$ cat src/rtl/iomem_pkg.sv
// Shared types and constants for the iomem initiator: FSM encoding and the
// packed command record layout used by the command FIFO.
package iomem_pkg;

  typedef enum logic [1:0] {
    ST_IDLE  = 2'd0,
    ST_ISSUE = 2'd1,
    ST_RESP  = 2'd2
  } state_e;

  localparam logic [3:0] IOMEM_READ_STRB = 4'b0000;

  localparam int CMD_W     = 68;
  localparam int WSTRB_LSB = 0;
  localparam int WDATA_LSB = 4;
  localparam int ADDR_LSB  = 36;

  // Record layout is {addr, wdata, wstrb}, matching the offsets above.
  function automatic logic [CMD_W-1:0] pack_cmd(input logic [31:0] addr,
                                                 input logic [31:0] wdata,
                                                 input logic [3:0]  wstrb);
    return {addr, wdata, wstrb};
  endfunction

endpackage

$ cat src/rtl/iomem_cmd_fifo.sv
// Synchronous command FIFO with full/empty flags; push is refused when full
// even if a pop happens in the same cycle.
module iomem_cmd_fifo
  import iomem_pkg::*;
#(
  parameter int DEPTH = 4,
  parameter int WIDTH = CMD_W
) (
  input  logic             clk,
  input  logic             reset,
  input  logic             push,
  input  logic [WIDTH-1:0] push_data,
  input  logic             pop,
  output logic [WIDTH-1:0] pop_data,
  output logic             full,
  output logic             empty
);

  localparam int PW = $clog2(DEPTH);
  localparam int CW = $clog2(DEPTH + 1);

  logic [WIDTH-1:0] mem_r [DEPTH];
  logic [PW-1:0]    wr_ptr_r;
  logic [PW-1:0]    rd_ptr_r;
  logic [CW-1:0]    count_r;
  logic             push_ok_s;
  logic             pop_ok_s;

  assign full      = (count_r == CW'(DEPTH));
  assign empty     = (count_r == {CW{1'b0}});
  assign push_ok_s = push && !full;
  assign pop_ok_s  = pop && !empty;
  assign pop_data  = mem_r[rd_ptr_r];

  // Pointer and occupancy bookkeeping; power-of-2 depth lets pointers wrap naturally.
  always_ff @(posedge clk) begin
    if (reset) begin
      wr_ptr_r <= {PW{1'b0}};
      rd_ptr_r <= {PW{1'b0}};
      count_r  <= {CW{1'b0}};
    end else begin
      if (push_ok_s) wr_ptr_r <= wr_ptr_r + PW'(1);
      if (pop_ok_s)  rd_ptr_r <= rd_ptr_r + PW'(1);
      case ({push_ok_s, pop_ok_s})
        2'b10:   count_r <= count_r + CW'(1);
        2'b01:   count_r <= count_r - CW'(1);
        default: count_r <= count_r;
      endcase
    end
  end

  // Storage array; contents are don't-care until written.
  always_ff @(posedge clk) begin
    if (push_ok_s) mem_r[wr_ptr_r] <= push_data;
  end

endmodule

$ cat src/rtl/iomem_initiator.sv
// iomem bus master: queues read/write commands, issues one transfer at a time
// and returns in-order responses with a timeout error flag.
module iomem_initiator
  import iomem_pkg::*;
#(
  parameter int FIFO_DEPTH     = 4,
  parameter int TIMEOUT_CYCLES = 255
) (
  input  logic        clk,
  input  logic        reset,
  input  logic        cmd_valid,
  output logic        cmd_ready,
  input  logic [31:0] cmd_addr,
  input  logic [31:0] cmd_wdata,
  input  logic [3:0]  cmd_wstrb,
  output logic        rsp_valid,
  input  logic        rsp_ready,
  output logic [31:0] rsp_rdata,
  output logic        rsp_error,
  output logic        busy,
  output logic        iomem_valid,
  input  logic        iomem_ready,
  output logic [3:0]  iomem_wstrb,
  output logic [31:0] iomem_addr,
  output logic [31:0] iomem_wdata,
  input  logic [31:0] iomem_rdata
);

  localparam int              CNT_W      = (TIMEOUT_CYCLES > 0) ? $clog2(TIMEOUT_CYCLES + 1) : 1;
  localparam logic [CNT_W-1:0] CNT_LIMIT = CNT_W'(TIMEOUT_CYCLES);
  localparam logic [CNT_W-1:0] CNT_MAX   = {CNT_W{1'b1}};
  localparam bit               TIMEOUT_EN = (TIMEOUT_CYCLES > 0);

  state_e            state_r;
  state_e            state_nxt_s;
  logic              fifo_full_s;
  logic              fifo_empty_s;
  logic              fifo_pop_s;
  logic [CMD_W-1:0]  head_s;
  logic              xfer_done_s;
  logic              xfer_timeout_s;
  logic [CNT_W-1:0]  cnt_r;
  logic              iomem_valid_r;
  logic [31:0]       addr_r;
  logic [31:0]       wdata_r;
  logic [3:0]        wstrb_r;
  logic              rsp_valid_r;
  logic              rsp_error_r;
  logic [31:0]       rsp_rdata_r;

  iomem_cmd_fifo #(
    .DEPTH (FIFO_DEPTH),
    .WIDTH (CMD_W)
  ) u_fifo (
    .clk       (clk),
    .reset     (reset),
    .push      (cmd_valid),
    .push_data (pack_cmd(cmd_addr, cmd_wdata, cmd_wstrb)),
    .pop       (fifo_pop_s),
    .pop_data  (head_s),
    .full      (fifo_full_s),
    .empty     (fifo_empty_s)
  );

  assign cmd_ready   = !fifo_full_s;
  assign busy        = !fifo_empty_s || (state_r != ST_IDLE);
  assign iomem_valid = iomem_valid_r;
  assign iomem_addr  = addr_r;
  assign iomem_wdata = wdata_r;
  assign iomem_wstrb = wstrb_r;
  assign rsp_valid   = rsp_valid_r;
  assign rsp_error   = rsp_error_r;
  assign rsp_rdata   = rsp_rdata_r;

  // Next-state and transfer-completion decode; ready beats timeout in the final cycle.
  always_comb begin
    state_nxt_s    = state_r;
    fifo_pop_s     = 1'b0;
    xfer_done_s    = 1'b0;
    xfer_timeout_s = 1'b0;
    case (state_r)
      ST_IDLE: begin
        if (!fifo_empty_s) begin
          fifo_pop_s  = 1'b1;
          state_nxt_s = ST_ISSUE;
        end else begin
          state_nxt_s = ST_IDLE;
        end
      end
      ST_ISSUE: begin
        if (iomem_ready) begin
          xfer_done_s = 1'b1;
          state_nxt_s = ST_RESP;
        end else if (TIMEOUT_EN && (cnt_r == CNT_LIMIT)) begin
          xfer_timeout_s = 1'b1;
          state_nxt_s    = ST_RESP;
        end else begin
          state_nxt_s = ST_ISSUE;
        end
      end
      ST_RESP: begin
        if (rsp_ready) begin
          state_nxt_s = ST_IDLE;
        end else begin
          state_nxt_s = ST_RESP;
        end
      end
      default: state_nxt_s = ST_IDLE;
    endcase
  end

  // FSM state register.
  always_ff @(posedge clk) begin
    if (reset) begin
      state_r <= ST_IDLE;
    end else begin
      state_r <= state_nxt_s;
    end
  end

  // Holding registers, timeout counter and response registers.
  always_ff @(posedge clk) begin
    if (reset) begin
      iomem_valid_r <= 1'b0;
      addr_r        <= 32'h0;
      wdata_r       <= 32'h0;
      wstrb_r       <= 4'h0;
      cnt_r         <= {CNT_W{1'b0}};
      rsp_valid_r   <= 1'b0;
      rsp_error_r   <= 1'b0;
      rsp_rdata_r   <= 32'h0;
    end else if (fifo_pop_s) begin
      addr_r        <= head_s[ADDR_LSB +: 32];
      wdata_r       <= head_s[WDATA_LSB +: 32];
      wstrb_r       <= head_s[WSTRB_LSB +: 4];
      iomem_valid_r <= 1'b1;
      cnt_r         <= CNT_W'(1);
    end else if (state_r == ST_ISSUE) begin
      if (xfer_done_s || xfer_timeout_s) begin
        iomem_valid_r <= 1'b0;
        rsp_valid_r   <= 1'b1;
        rsp_error_r   <= xfer_timeout_s;
        rsp_rdata_r   <= (xfer_done_s && (wstrb_r == IOMEM_READ_STRB)) ? iomem_rdata : 32'h0;
      end else if (cnt_r != CNT_MAX) begin
        cnt_r <= cnt_r + CNT_W'(1);
      end
    end else if ((state_r == ST_RESP) && rsp_ready) begin
      rsp_valid_r <= 1'b0;
      rsp_error_r <= 1'b0;
      rsp_rdata_r <= 32'h0;
    end
  end

endmodule

$ cat config.mk
export PLATFORM = sky130hd
export DESIGN_NAME = iomem_initiator
export DESIGN_NICKNAME = d
export VERILOG_FILES = /design/src/rtl/iomem_pkg.sv /design/src/rtl/iomem_cmd_fifo.sv /design/src/rtl/iomem_initiator.sv
export SDC_FILE = /design/constraint.sdc
export NUM_CORES = 1
export LEC_CHECK = 0
export BUFFER_PORTS_ARGS = -buffer_cell sky130_fd_sc_hd__buf_2
export CORE_MARGIN = 2
export CORE_UTILIZATION = 37
export CTS_CLUSTER_SIZE = 20
export DETAILED_ROUTE_END_ITERATION = 10
export PLACE_DENSITY_LB_ADDON = 0.12
export SETUP_SLACK_MARGIN = 0.3
export SLEW_MARGIN = 10
export SYNTH_ARGS = -nofsm -noshare
export SYNTH_HDL_FRONTEND = slang
export SYNTH_SLANG_ARGS = --single-unit
$ cat constraint.sdc
create_clock -name clk -period 3.5 [get_ports clk]
set_input_delay 0.175 -clock clk [delete_from_list [all_inputs] [get_ports clk]]
set_output_delay 0.175 -clock clk [all_outputs]
set_load 0.01 [all_outputs]
Word-level counts from Yosys, hierarchy flattened

Memory sizes are Yosys's and may differ from the RTL's. A register that Yosys moved wholly into a read port is not among the register bits.
Cells that the tools add are included.
Widths: inputs -> output; s select.

Register bits after elaboration: 52
Logic and storage cells: 80
Bits in writable memories: 272
Memories kept: 1
Input bits: 105
Output and inout bits: 105

Equality and inequality tests: 9
Mux-type cells: 31
$add $sub $neg: 5
Bitwise gates (word level): 2
Reduce and logical (&&, ||, !) cells: 22

Memories:

| name         | words | width | read ports | clocked after memory_dff | wr ports | RTL line             | text |
|---|---|---|---|---|---|---|---|
| u_fifo.mem_r | 4     | 68    | 1          | 1                        | 1        | iomem_cmd_fifo.sv:22 | `logic [WIDTH-1:0] mem_r [DEPTH];` |

Operator list:

| kind                | count |
|---|---|
| $mux 32             | 4 |
| $mux 1              | 22 |
| $reduce_bool 2->1   | 6 |
| $reduce_and 3->1    | 3 |
| $add 8x1->8 const B | 1 |
| $eq 8x8->1 const B  | 1 |
| $ne 8x8->1 const B  | 1 |
| $mux 2              | 3 |
| $pmux 2 s3          | 1 |
| $pmux 3 s2          | 1 |
| $add 2x1->2 const B | 2 |
| $eq 2x1->1 const B  | 2 |
| $eq 2x2->1 const B  | 2 |
| $logic_and 1x1->1   | 4 |
| $logic_not 4->1     | 1 |
| $ne 2x1->1 const B  | 2 |
| $add 3x1->3 const B | 1 |
| $eq 3x3->1 const B  | 1 |
| $logic_not 3->1     | 1 |
| $sub 3x1->3 const B | 1 |
| $logic_not 1->1     | 2 |
| $logic_not 2->1     | 1 |
| $logic_or 1x1->1    | 2 |
| $not 1->1           | 2 |
| 2 further kinds     | 2 |

Depth between registers and ports, before layout

Gate-level depths: netlist of the first run.

Depth after elaboration: 8
Mapped depth: 11
Gate-level depth less buffers: 9

Hierarchy

Synthesis of the first run repeated with hierarchy kept, for this count alone.

Cells, all modules: 850
Area total of the unflattened synthesis: 14279.9 µm²

Modules (own cells, without submodules):

| module          | sequential area each (µm²) | area each (µm²) | instances | cells each |
|---|---|---|---|---|
| iomem_cmd_fifo  | 8348.0                     | 10306.1         | 1         | 410 |
| iomem_initiator | 2262.2                     | 3973.8          | 1         | 440 |

Worst setup path after synthesis of the first run

Ideal clock, no wire load.

Path kind: reg2reg
Start point: register u_fifo.count_r[0]
End point: memory u_fifo.mem_r[0][0] (netlist bit) (enable)
Buffers on the path: 1
Data required time: 3.066 ns
Clock period less this slack: 2.935 ns
Stages on the path, launching flop included: 4
Slack: 0.565 ns
Arrival: 2.501 ns
Library setup time: 0.434 ns
Cells stage by stage: dfxtp_1 > or3b_2 > clkbuf_1 > and3_1

Longest elaborated chain between the ends: 5

Ends and longest elaborated chain:

| item                         | RTL line              | text |
|---|---|---|
| from (decl)                  | iomem_cmd_fifo.sv:25  | `logic [CW-1:0] count_r;` |
| from (signal assigned)       | iomem_cmd_fifo.sv:40  | `count_r <= {CW{1'b0}};` |
| from (signal assigned)       | iomem_cmd_fifo.sv:45  | `2'b10: count_r <= count_r + CW'(1);` |
| from (signal assigned)       | iomem_cmd_fifo.sv:46  | `2'b01: count_r <= count_r - CW'(1);` |
| $eq 3x3->1                   | iomem_cmd_fifo.sv:29  | `assign full = (count_r == CW'(DEPTH));` |
| $logic_not 1->1              | --                    |  |
| named net cmd_ready          | iomem_initiator.sv:12 | `output logic cmd_ready,` |
| $logic_and 1x1->1            | iomem_cmd_fifo.sv:31  | `assign push_ok_s = push && !full;` |
| $mux 1                       | iomem_cmd_fifo.sv:54  | `if (push_ok_s) mem_r[wr_ptr_r] <= push_data;` |
| $mux 1 (implied by the code) | iomem_cmd_fifo.sv:54  |  |
| to (decl)                    | iomem_cmd_fifo.sv:22  |  |

The timed path passes the listed nets, and every way through them passes these cells.

Final worst setup path of the first run

Start point: register u_fifo.count_r[2]
End point: register u_fifo.count_r[2]

Longest elaborated chain between the ends: 6
Elaborated cells on any way between the ends: 14
Those cells by class: 2 x add/sub; 3 x eq/ne; 3 x mux; 6 x reduce/logical

Ends and longest elaborated chain:

| item                                                   | RTL line              | text |
|---|---|---|
| $logic_not 3->1                                        | iomem_cmd_fifo.sv:30  | `assign empty = (count_r == {CW{1'b0}});` |
| $mux 1                                                 | iomem_initiator.sv:83 | `if (!fifo_empty_s) begin` |
| $mux 1                                                 | iomem_initiator.sv:81 | `case (state_r)` |
| $logic_and 1x1->1                                      | iomem_cmd_fifo.sv:32  | `assign pop_ok_s = pop && !empty;` |
| $eq 2x1->1 / $eq 2x2->1 (equally long branches)        | iomem_cmd_fifo.sv:44  | `case ({push_ok_s, pop_ok_s})` |
| $pmux 3 s2 / $reduce_bool 2->1 (equally long branches) | --                    |  |

Parallel ways exist; a longest one is shown, timed or not.
A chain may end at the register's enable or synchronous reset.

==> impl_metrics.py, run 1 <==
metrics = {
    "route": {
        "drtAntennaViolNets": 0,
        "routed_wirelength_um": 38720,
        "drt-pass1-iter-count": 4,
        "drcViolationCount": 0,
        "total_number_of_vias": 9850,
        "drt_iter0_markers": 663,
        "via_per_inst": 5.231,
        "avgRoutedWirePerCell_um": 20.56,
    },
    "floorplan": {
        "fp.dieW_um": 206.6,
        "std_cell_rows": 74,
        "floorplan.io_pins": 210,
        "floorplan.die_area_um2": 42680,
        "die_h_um": 206.6,
        "core-area_um2": 40650,
        "start_util_pct": 37.36,
    },
    "synth": {
        "postSynthAreaPerCell_um2": 14.86,
        "synth_area_leaders": "edfxtp_1 (54%), dfxtp_1 (16%), mux4_2 (10%)",
        "synth_cell_types": 48,
        "netlist_instances": 1022,
        "number_of_enable_flip_flop_cells_after_synthesis": 272,
        "postSynth.asyncResetShare_pct": 0,
        "synthesis.nets": 1134,
        "ys_seq_elements": 392,
        "netlist_area_um2": 15180,
        "most_used_dff_post_synth": "edfxtp_1",
        "synth-warning-count": 0,
        "netlist.top_cell.by_area": "edfxtp_1",
        "synth.yosys.seq_area_share_pct": 69.61,
        "yosysTopAreaCellShare_pct": 53.79,
    },
    "status": {
        "outcome": "finished, final reports clean",
    },
    "layout": {
        "post_route_cells_drive_above_1_share_pct": 28.32,
        "area.growth.synth_to_final_pct": 27.15,
        "fin_cells": 1883,
        "finish.net_count": 1425,
        "layout.cells.most_common": "edfxtp_1",
        "leading_cell_types_in_the_layout_fill_and_taps_excluded": "edfxtp_1 (272), buf_2 (208), nand3_1 (169)",
    },
    "clock_network": {
        "clockBufferDepth": 3,
        "cts_buffers": 44,
        "tritoncts_num_sinks": 392,
        "clock_slew_at_the_register_clock_pins_of_the_worst_setup_and_hold_paths_ns": 0.06,
        "clock_tree.root_cell": "clkbuf_16",
        "cts_tree": "built",
        "htree_num_levels": 2,
        "postCtsSetupRepairBufs": 0,
        "clk_latency_ns": 0.56,
    },
    "sta": {
        "final.setup.tns_ns": 0,
        "timing.final.max_slew_violations": 0,
        "max_slew.worst_pin.slew_ns": 1.076,
        "final_worst_path_cycle_share_pct": 69.59,
        "clock-skew-final_ns": 0.01272,
        "finalSetupViolCount": 0,
        "hold_viol": 0,
        "max_slew_margin_pct": 28.28,
        "fmax_ghz": 0.4106,
        "rsz0062_at_grt": "no",
        "period_minus_slack_ns": 2.436,
    },
    "worst_setup_path": {
        "required_ns": 3.98,
        "critical-path-top-delay-family": "simple AND/OR/NAND/NOR gates",
        "timing.critical_path.arrival_ns": 2.92,
        "worst-setup-path-type": "reg -> reg",
        "path_cells": "or3b_2 -> nand2_1 -> ha_1 -> inv_1 -> fa_1 -> xor2_1 -> or3_1 -> a21oi_1",
        "critical_path_start_type": "flip-flop",
        "critical_path.slowest_cell": "or3b_2",
        "crit_buf_inv": 1,
        "critical_path.endpoint_type": "flip-flop",
        "critical-path-max-stage-delay_ns": 0.58,
        "worst-path-max-fanout": 10,
    },
    "place": {
        "port-buffer-count": 209,
        "place_hpwl_um": 21680,
        "place_inst": 1697,
        "gpl.final_weighted_congestion": 0.7167,
    },
    "power_and_ir_drop": {
        "vdd_ir_drop_max_mv": 0.4841,
        "leakage_uw": 0.006894,
        "pwr_density_cell_nw_per_um2": 751.8,
    },
    "job": {
        "drv.max_cap_violation_count": 0,
    },
    "grt": {
        "all_layer_global_routing_usage_pct": 18.17,
        "initial_antenna_violation_count": 2,
        "number_of_global_route_vias_before_repair": 10008,
        "grt_start_max_net_pins": 74,
        "global_route_wire_length_before_repair_um": 58910,
        "grt-ovfl-total": 0,
    },
    "hold_path": {
        "worstHoldPathType": "in -> reg",
    },
}
-- synthesized netlist by cell type, drive strengths merged (3+ instances only) --
cell	count
nor2	5
ha	6
or3	4
and3	7
and4	3
nand4	3
o31ai	3
edfxtp	272
o21ai	73
a21oi	76
inv	8
nand3	169
o211ai	39
nor2b	33
clkbuf	65
mux2i	4
mux4	68
dfxtp	120
buf	27
a211o	3
nand2	5
-- registers in the layout, summed over array words and instances (netlist names) --
signal	cells
iomem_addr	32
cnt_r	8
u_fifo.rd_ptr_r	2
rsp_rdata	32
u_fifo.wr_ptr_r	2
u_fifo.mem_r	272
rsp_error	1
iomem_valid	1
state_r	2
iomem_wstrb	4
rsp_valid	1
u_fifo.count_r	3
iomem_wdata	32
-- layer usage --
| layer | vias up | share of wire, % | global-route usage [%] |
|---|---|---|---|
| li1 | 4589 | - | - |
| met1 | 4971 | 44 | 24.14 |
| met2 | 240 | 49 | 30.65 |
| met3 | 50 | 4.9 | 3.140 |
| met4 | 0 | 1.9 | 5.383 |
| met5 | - | 0 | 0 |
-- where the power goes --
part / internal, µW / switching (µW) / total [µW]
combinational: 1520 / 2300 / 3820
clock: 2680 / 1830 / 4510
sequential: 5730 / 455 / 6180
total: 9930 / 4590 / 14500
-- area by class of cell --
cell class | instances | area [µm²]
Antenna cell | 2 | 5.005
Clock buffer | 57 | 1181
Clock inverter | 25 | 231.5
Fill cell | 3593 | 21340
Inverter | 8 | 30.03
Multi-Input combinational cell | 530 | 4264
Sequential cell | 392 | 10580
Tap cell | 532 | 665.6
Timing Repair Buffer | 337 | 2352
-- cell families after synthesis --
logic type                 Yosys count  share of synthesized area [%]
adders and majority gates            7                         0.6262
buffers and inverters              100                          2.727
and+or+nand+nor                    244                          8.809
DFF                                392                          69.61
xor gates and xnor gates             2                         0.1154
muxes                               72                          10.35
AOI/OAI and AO/OA                  205                          7.762
-- stage by stage --
stage / util, % / setup slack, ns / power, µW / instance area (µm²) / hold WS, ns
after floorplan: - / 0.5647 / 8493 / 15180 / 0.2739
after global placement: 41.50 / 1.094 / 10080 / 16870 / 0.3903
after detailed placement: 41.50 / 1.073 / 10100 / 16870 / 0.3909
after CTS: 47.49 / 0.9970 / 14750 / 19300 / 0.003601
after global routing: 47.50 / 0.9178 / 15290 / 19310 / 0.04078
final: 47.50 / 1.064 / 14520 / 19310 / 0.04083
-- what timing repair did --
item                      4_1_cts  5_1_grt
hold endpoints to repair      307        0
hold buffers                  102        0
resized for setup               0        0
-- worst paths after layout --
| path | start | slack [ns] | cells past startpoint | to |
|---|---|---|---|---|
| worst max-delay path | u_fifo.count_r[2] | 1.06 | 8 | u_fifo.count_r[2] |
| worst min-delay path | reset | 0.04 | 2 | iomem_addr[25] |
| worst max register to register | u_fifo.count_r[2] | 1.06 | 8 | u_fifo.count_r[2] |
| worst min register to register | iomem_addr[19] | 0.47 | 2 | iomem_addr[19] |
Note: power is estimated with default switching activity, not from simulation.
==> run 2, diff against run 1 <==
==> constraint.sdc (replaced) <==
create_clock -name clk -period 2.4 [get_ports clk]
set_input_delay 0.12 -clock clk [delete_from_list [all_inputs] [get_ports clk]]
set_output_delay 0.12 -clock clk [all_outputs]
set_load 0.01 [all_outputs]
==> run 2 against run 1 <==
  * Clock skew up 0.011 ns
  * Utilization grew 0.91 points
  * Largest cell class unchanged
  * Global-route usage is 0.42 points higher
  * Register-to-register slack lost 0.73 ns
  * Combinational power rose by 54%
  * First-iteration DRC count shrank 2.1%
  * Largest power group unchanged
  * Cell count up 1.1%
  * Via count rose by 0.25%
  * Setup slack got worse by 0.73 ns
==> impl_metrics.py, run 2 (synthesized netlist as in run 1, its figures left out) <==
metrics = {
    "layout": {
        "nFillCells": 3589,
        "finish.net_count": 1445,
        "post_route_cells_drive_above_1_share_pct": 29.71,
        "area.growth.synth_to_final_pct": 29.58,
        "leading_cell_types_in_the_layout_fill_and_taps_excluded": "edfxtp_1 (272), buf_2 (208), nand3_1 (169)",
        "number_of_flip_flops_in_the_largest_register": 272,
        "layout.cells.most_common": "edfxtp_1",
        "largest-register": "u_fifo.mem_r",
    },
    "floorplan": {
        "std_cell_rows": 74,
        "core-area_um2": 40650,
        "start_util_pct": 37.36,
        "die_h_um": 206.6,
        "floorplan.die_area_um2": 42680,
        "fp.dieW_um": 206.6,
        "floorplan.io_pins": 210,
    },
    "route": {
        "total_number_of_vias": 9875,
        "drtAntennaViolNets": 0,
        "via_per_inst": 5.189,
        "routed_wirelength_um": 39680,
        "drcViolationCount": 0,
        "avgRoutedWirePerCell_um": 20.85,
        "drt-pass1-iter-count": 4,
        "drt_iter0_markers": 649,
    },
    "sta": {
        "clock-skew-final_ns": 0.02357,
        "period_minus_slack_ns": 2.064,
        "timing.final.max_slew_violations": 0,
        "rsz0062_at_grt": "yes",
        "hold_viol": 0,
        "max_slew.worst_pin.slew_ns": 1.033,
        "final_worst_path_cycle_share_pct": 86.01,
        "hold-worst-slack_ns": 0.3054,
        "final.setup.tns_ns": 0,
        "max_slew_margin_pct": 31.15,
        "fmax_ghz": 0.4844,
        "finalSetupViolCount": 0,
    },
    "place": {
        "gpl.final_weighted_congestion": 0.7178,
        "port-buffer-count": 209,
        "place_hpwl_um": 23210,
    },
    "status": {
        "outcome": "finished, final reports clean",
    },
    "grt": {
        "global_route_wire_length_before_repair_um": 60240,
        "all_layer_global_routing_usage_pct": 18.59,
        "number_of_global_route_vias_before_repair": 10153,
        "initial_antenna_violation_count": 2,
        "grt-ovfl-total": 0,
        "grt_start_max_net_pins": 74,
    },
    "clock_network": {
        "htree_num_levels": 2,
        "cts_tree": "built",
        "tritoncts_num_sinks": 392,
        "clock_slew_at_the_register_clock_pins_of_the_worst_setup_and_hold_paths_ns": 0.06,
        "cts_buffers": 45,
        "clock_tree.root_cell": "clkbuf_16",
        "clk_latency_ns": 0.57,
        "clockBufferDepth": 3,
    },
    "worst_setup_path": {
        "critical_path.endpoint_type": "flip-flop",
        "critical_path_start_type": "flip-flop",
        "worst-setup-path-type": "reg -> reg",
        "timing.critical_path.arrival_ns": 2.55,
        "worst-path-max-fanout": 5,
        "ff2ff_setup_slack_ns": 0.34,
        "required_ns": 2.89,
    },
    "power_and_ir_drop": {
        "leakage_uw": 0.007069,
        "vdd_ir_drop_max_mv": 0.7352,
        "pwr_density_cell_nw_per_um2": 1101,
    },
    "job": {
        "drv.max_cap_violation_count": 0,
    },
    "hold_path": {
        "worstHoldPathType": "in -> reg",
    },
}
## run 2: changes by cell type in the layout (fill, tap and decap cells not counted), sizes merged
cell / previous run / this run
dlygate4sd3: 102 / 106
clkbuf: 57 / 71
inv: 11 / 10
diode: 2 / 1
buf: 235 / 249
bufinv: 4 / 3
clkinv: 15 / 6
## run 2: timing repair
item,4_1_cts,5_1_grt
hold buffers,106,0
gates resized for setup,1,2
endpoints found under the hold margin,322,0
setup buffers,1,0
endpoints found under the setup margin,2,2
## run 2: cell type report
| class | instances | area, µm² | share of cell area (%) |
|---|---|---|---|
| tap | 532 | 665.6 | 3.383 |
| timing repair buffer | 356 | 2611 | 13.27 |
| sequential | 392 | 10580 | 53.78 |
| multi-input combinational | 530 | 4287 | 21.79 |
| clock inverter | 14 | 155.1 | 0.7885 |
| clock buffer | 70 | 1343 | 6.823 |
| inverter | 8 | 30.03 | 0.1526 |
| antenna | 1 | 2.502 | 0.01272 |
## run 2: path summary, 6_finish.rpt
path	cells past startpoint	endpoint	startpoint
setup / recovery	8	u_fifo.count_r[2]	u_fifo.count_r[0]
hold reg to reg	2	rsp_error	rsp_error
hold / removal	2	u_fifo.mem_r[3][18]	cmd_wdata[14]
setup reg to reg	8	u_fifo.count_r[2]	u_fifo.count_r[0]
## run 2: per-layer routing
metal / vias to the layer above / wire length, µm / share of wire [%] / global-route usage [%]
met2: 237 / 19250 / 49 / 30.95
met1: 4963 / 17900 / 45 / 24.86
met3: 47 / 1796 / 4.5 / 3.312
met4: 2 / 724 / 1.8 / 5.765
li1: 4626 / - / - / -
met5: - / 7 / 0.018 / 0
## run 2: critical path: stages, from the launching register on
cell and delay [ns]:
dfxtp_2 0.35, or3b_4 0.43, nand2_4 0.09, ha_4 0.14
inv_2 0.04, fa_2 0.37, xor2_1 0.15, or3_1 0.31
a21oi_1 0.12
## run 2: per-stage QoR
stage | total power (µW) | setup slack (ns) | instance area [µm²] | cells | utilization [%]
3_3_place_gp | 14850 | 0.2787 | 17100 | 1711 | 42.07
6_report | 21660 | 0.3356 | 19680 | 1903 | 48.41
5_1_grt | 22760 | 0.2377 | 19680 | 1903 | 48.41
4_1_cts | 22000 | 0.3109 | 19670 | 1902 | 48.39
2_1_floorplan | 12410 | 0.3037 | 15230 | 1022 | -
3_5_place_dp | 14880 | 0.2559 | 17100 | 1711 | 42.07
## run 2: where the power goes
part / switching (µW) / leakage [µW] / internal [µW]
combinational: 3540 / 0.00287 / 2350
sequential: 559 / 0.00348 / 8350
clock: 2690 / 0.000720 / 4170
==> run 3, diff against run 2 <==
--- a/config.mk
+++ b/config.mk
@@ -10,6 +10,7 @@
 export CORE_UTILIZATION = 37
 export CTS_CLUSTER_SIZE = 20
 export DETAILED_ROUTE_END_ITERATION = 10
+export MAX_ROUTING_LAYER = met4
 export PLACE_DENSITY_LB_ADDON = 0.12
 export SETUP_SLACK_MARGIN = 0.3
 export SLEW_MARGIN = 10
==> run 3 against run 2 <==
  * Sequential share of layout area is essentially flat
  * Final area is essentially flat
  * Wire length shrank 0.11%
  * Count of clock-buffer cells in the layout is the same
  * Die area is the same
  * Critical path depth is the same
  * Flip-flop and latch count is the same
  * Power is essentially flat
  * Non-clock buffer count is the same
  * Utilization is essentially flat
  * Register-to-register slack is essentially flat
  * Critical path type unchanged
==> impl_metrics.py, run 3 (synthesized netlist as in run 1, its figures left out) <==
metrics = {
    "layout": {
        "post_route_cells_drive_above_1_share_pct": 29.71,
        "fin_cells": 1906,
        "layout.cells.most_common": "edfxtp_1",
        "area.growth.synth_to_final_pct": 29.63,
        "nFillCells": 3588,
        "finish.net_count": 1445,
        "number_of_flip_flops_in_the_largest_register": 272,
        "largest-register": "u_fifo.mem_r",
        "leading_cell_types_in_the_layout_fill_and_taps_excluded": "edfxtp_1 (272), buf_2 (208), nand3_1 (169)",
        "layout.cell_area.non_filler_um2": 19680,
    },
    "power_and_ir_drop": {
        "vdd_ir_drop_max_mv": 0.7338,
        "leakage_uw": 0.007069,
        "p_total_uw": 21660,
        "pwr_density_cell_nw_per_um2": 1101,
    },
    "sta": {
        "finalSetupViolCount": 0,
        "period_minus_slack_ns": 2.065,
        "fmax_ghz": 0.4843,
        "final.setup.tns_ns": 0,
        "max_slew_margin_pct": 30.37,
        "final_worst_path_cycle_share_pct": 86.04,
        "rsz0062_at_grt": "yes",
        "timing.final.max_slew_violations": 0,
        "hold_viol": 0,
        "hold-worst-slack_ns": 0.2993,
        "max_slew.worst_pin.slew_ns": 1.044,
        "clock-skew-final_ns": 0.02428,
    },
    "clock_network": {
        "clock_tree.root_cell": "clkbuf_16",
        "clk_latency_ns": 0.57,
        "htree_num_levels": 2,
        "clockBufferDepth": 3,
        "tritoncts_num_sinks": 392,
        "cts_buffers": 45,
        "clock_slew_at_the_register_clock_pins_of_the_worst_setup_and_hold_paths_ns": 0.06,
        "cts_tree": "built",
    },
    "worst_setup_path": {
        "critical_path.slowest_cell": "or3b_4",
        "crit_buf_inv": 1,
        "worst_r2r_startpoint": "u_fifo.count_r[0]",
        "path_cells": "or3b_4 -> nand2_4 -> ha_4 -> inv_2 -> fa_2 -> xor2_1 -> or3_1 -> a21oi_1",
        "timing.critical_path.arrival_ns": 2.55,
        "worst-path-max-fanout": 5,
        "reg2reg_to": "u_fifo.count_r[2]",
        "critical_path.endpoint_type": "flip-flop",
        "rr_worst_depth": 8,
        "critical_path_start_type": "flip-flop",
        "ff2ff_setup_slack_ns": 0.34,
        "critical-path-max-stage-delay_ns": 0.43,
        "worst-setup-path-type": "reg -> reg",
        "required_ns": 2.89,
        "critical-path-top-delay-family": "simple AND/OR/NAND/NOR gates",
    },
    "hold_path": {
        "worst_hold_startpoint": "cmd_wdata[18]",
        "min_to": "u_fifo.mem_r[3][22]",
        "worstHoldPathType": "in -> reg",
        "timing.hold.worst_path_depth": 2,
    },
    "job": {
        "drv.max_cap_violation_count": 0,
    },
    "place": {
        "place_area_um2": 17100,
        "place_hpwl_um": 23210,
        "gpl.final_weighted_congestion": 0.7261,
        "place_inst": 1711,
        "port-buffer-count": 209,
    },
    "floorplan": {
        "start_util_pct": 37.36,
        "core-area_um2": 40650,
        "floorplan.die_area_um2": 42680,
        "floorplan.io_pins": 210,
        "die_h_um": 206.6,
        "std_cell_rows": 74,
        "fp.dieW_um": 206.6,
    },
    "grt": {
        "number_of_global_route_vias_before_repair": 10136,
        "global_route_wire_length_before_repair_um": 60210,
        "grt-ovfl-total": 0,
        "all_layer_global_routing_usage_pct": 19.17,
        "initial_antenna_violation_count": 4,
        "grt_start_max_net_pins": 74,
    },
    "route": {
        "total_number_of_vias": 9916,
        "drt_iter0_markers": 770,
        "via_per_inst": 5.203,
        "drt-pass1-iter-count": 4,
        "routed_wirelength_um": 39630,
        "drtAntennaViolNets": 0,
        "avgRoutedWirePerCell_um": 20.79,
        "drcViolationCount": 0,
    },
    "status": {
        "outcome": "finished, final reports clean",
    },
}
-- run 3: cell count changes in the layout (fill, tap and decap cells not counted), sizes merged --
| cell | previous run | this run |
|---|---|---|
| diode | 1 | 4 |
-- run 3: where the power goes --
part	total (µW)	switching, µW	internal, µW
sequential	8910	559	8350
clock	6870	2700	4170
combinational	5890	3530	2350
-- run 3: layer usage --
metal / wire length [µm] / share of wire (%) / vias to the layer above / track usage (%)
met2: 19240 / 49 / 231 / 30.79
met5: 0 / 0 / - / -
met4: 720 / 1.8 / 0 / 5.740
met1: 17890 / 45 / 5008 / 25.02
li1: - / - / 4632 / -
met3: 1777 / 4.5 / 45 / 3.328
-- run 3: worst max-delay path by stage --
stage	startpoint	end	slack, ns	cells past startpoint
after floorplan	u_fifo.count_r[0]	u_fifo.count_r[2]	0.30	9
after global placement	u_fifo.count_r[2]	u_fifo.count_r[2]	0.28	8
after detailed placement	u_fifo.count_r[2]	u_fifo.count_r[2]	0.26	8
after CTS	u_fifo.count_r[2]	u_fifo.count_r[2]	0.31	8
after global routing	u_fifo.count_r[2]	u_fifo.count_r[2]	0.24	8
final	u_fifo.count_r[0]	u_fifo.count_r[2]	0.34	8
-- run 3: per-stage QoR --
| step | setup WS (ns) | util, % |
|---|---|---|
| 2_1_floorplan | 0.3037 | - |
| 3_3_place_gp | 0.2787 | 42.07 |
| 3_5_place_dp | 0.2559 | 42.07 |
| 4_1_cts | 0.3109 | 48.39 |
| 5_1_grt | 0.2378 | 48.43 |
| 6_report | 0.3351 | 48.43 |
-- run 3: worst reg2reg max path, delay by kind of cell (launching register included) --
| family | cells | cell delay (ns) |
|---|---|---|
| xor+xnor | 1 | 0.15 |
| buf+inv | 1 | 0.04 |
| fa+ha+maj | 2 | 0.51 |
| simple gates | 3 | 0.83 |
| flops | 1 | 0.35 |
| compound gates | 1 | 0.12 |
-- run 3: cell type report --
class | instances | area, µm² | share of cell area (%)
multi-input cells | 530 | 4287 | 21.78
well taps | 532 | 665.6 | 3.382
flip-flops and latches | 392 | 10580 | 53.76
clock inverters | 14 | 155.1 | 0.7882
repair buffers | 356 | 2611 | 13.27
diodes | 4 | 10.01 | 0.05085
inverters | 8 | 30.03 | 0.1526
clock buffers | 70 | 1343 | 6.820
-- run 3: timing repair --
action                                  4_1_cts  5_1_grt
hold buffers                                106        0
resized for setup                             1        2
endpoints found under the hold margin       322        0
endpoints found under the setup margin        2        2
setup buffers                                 1        0
cloned                                        0        0
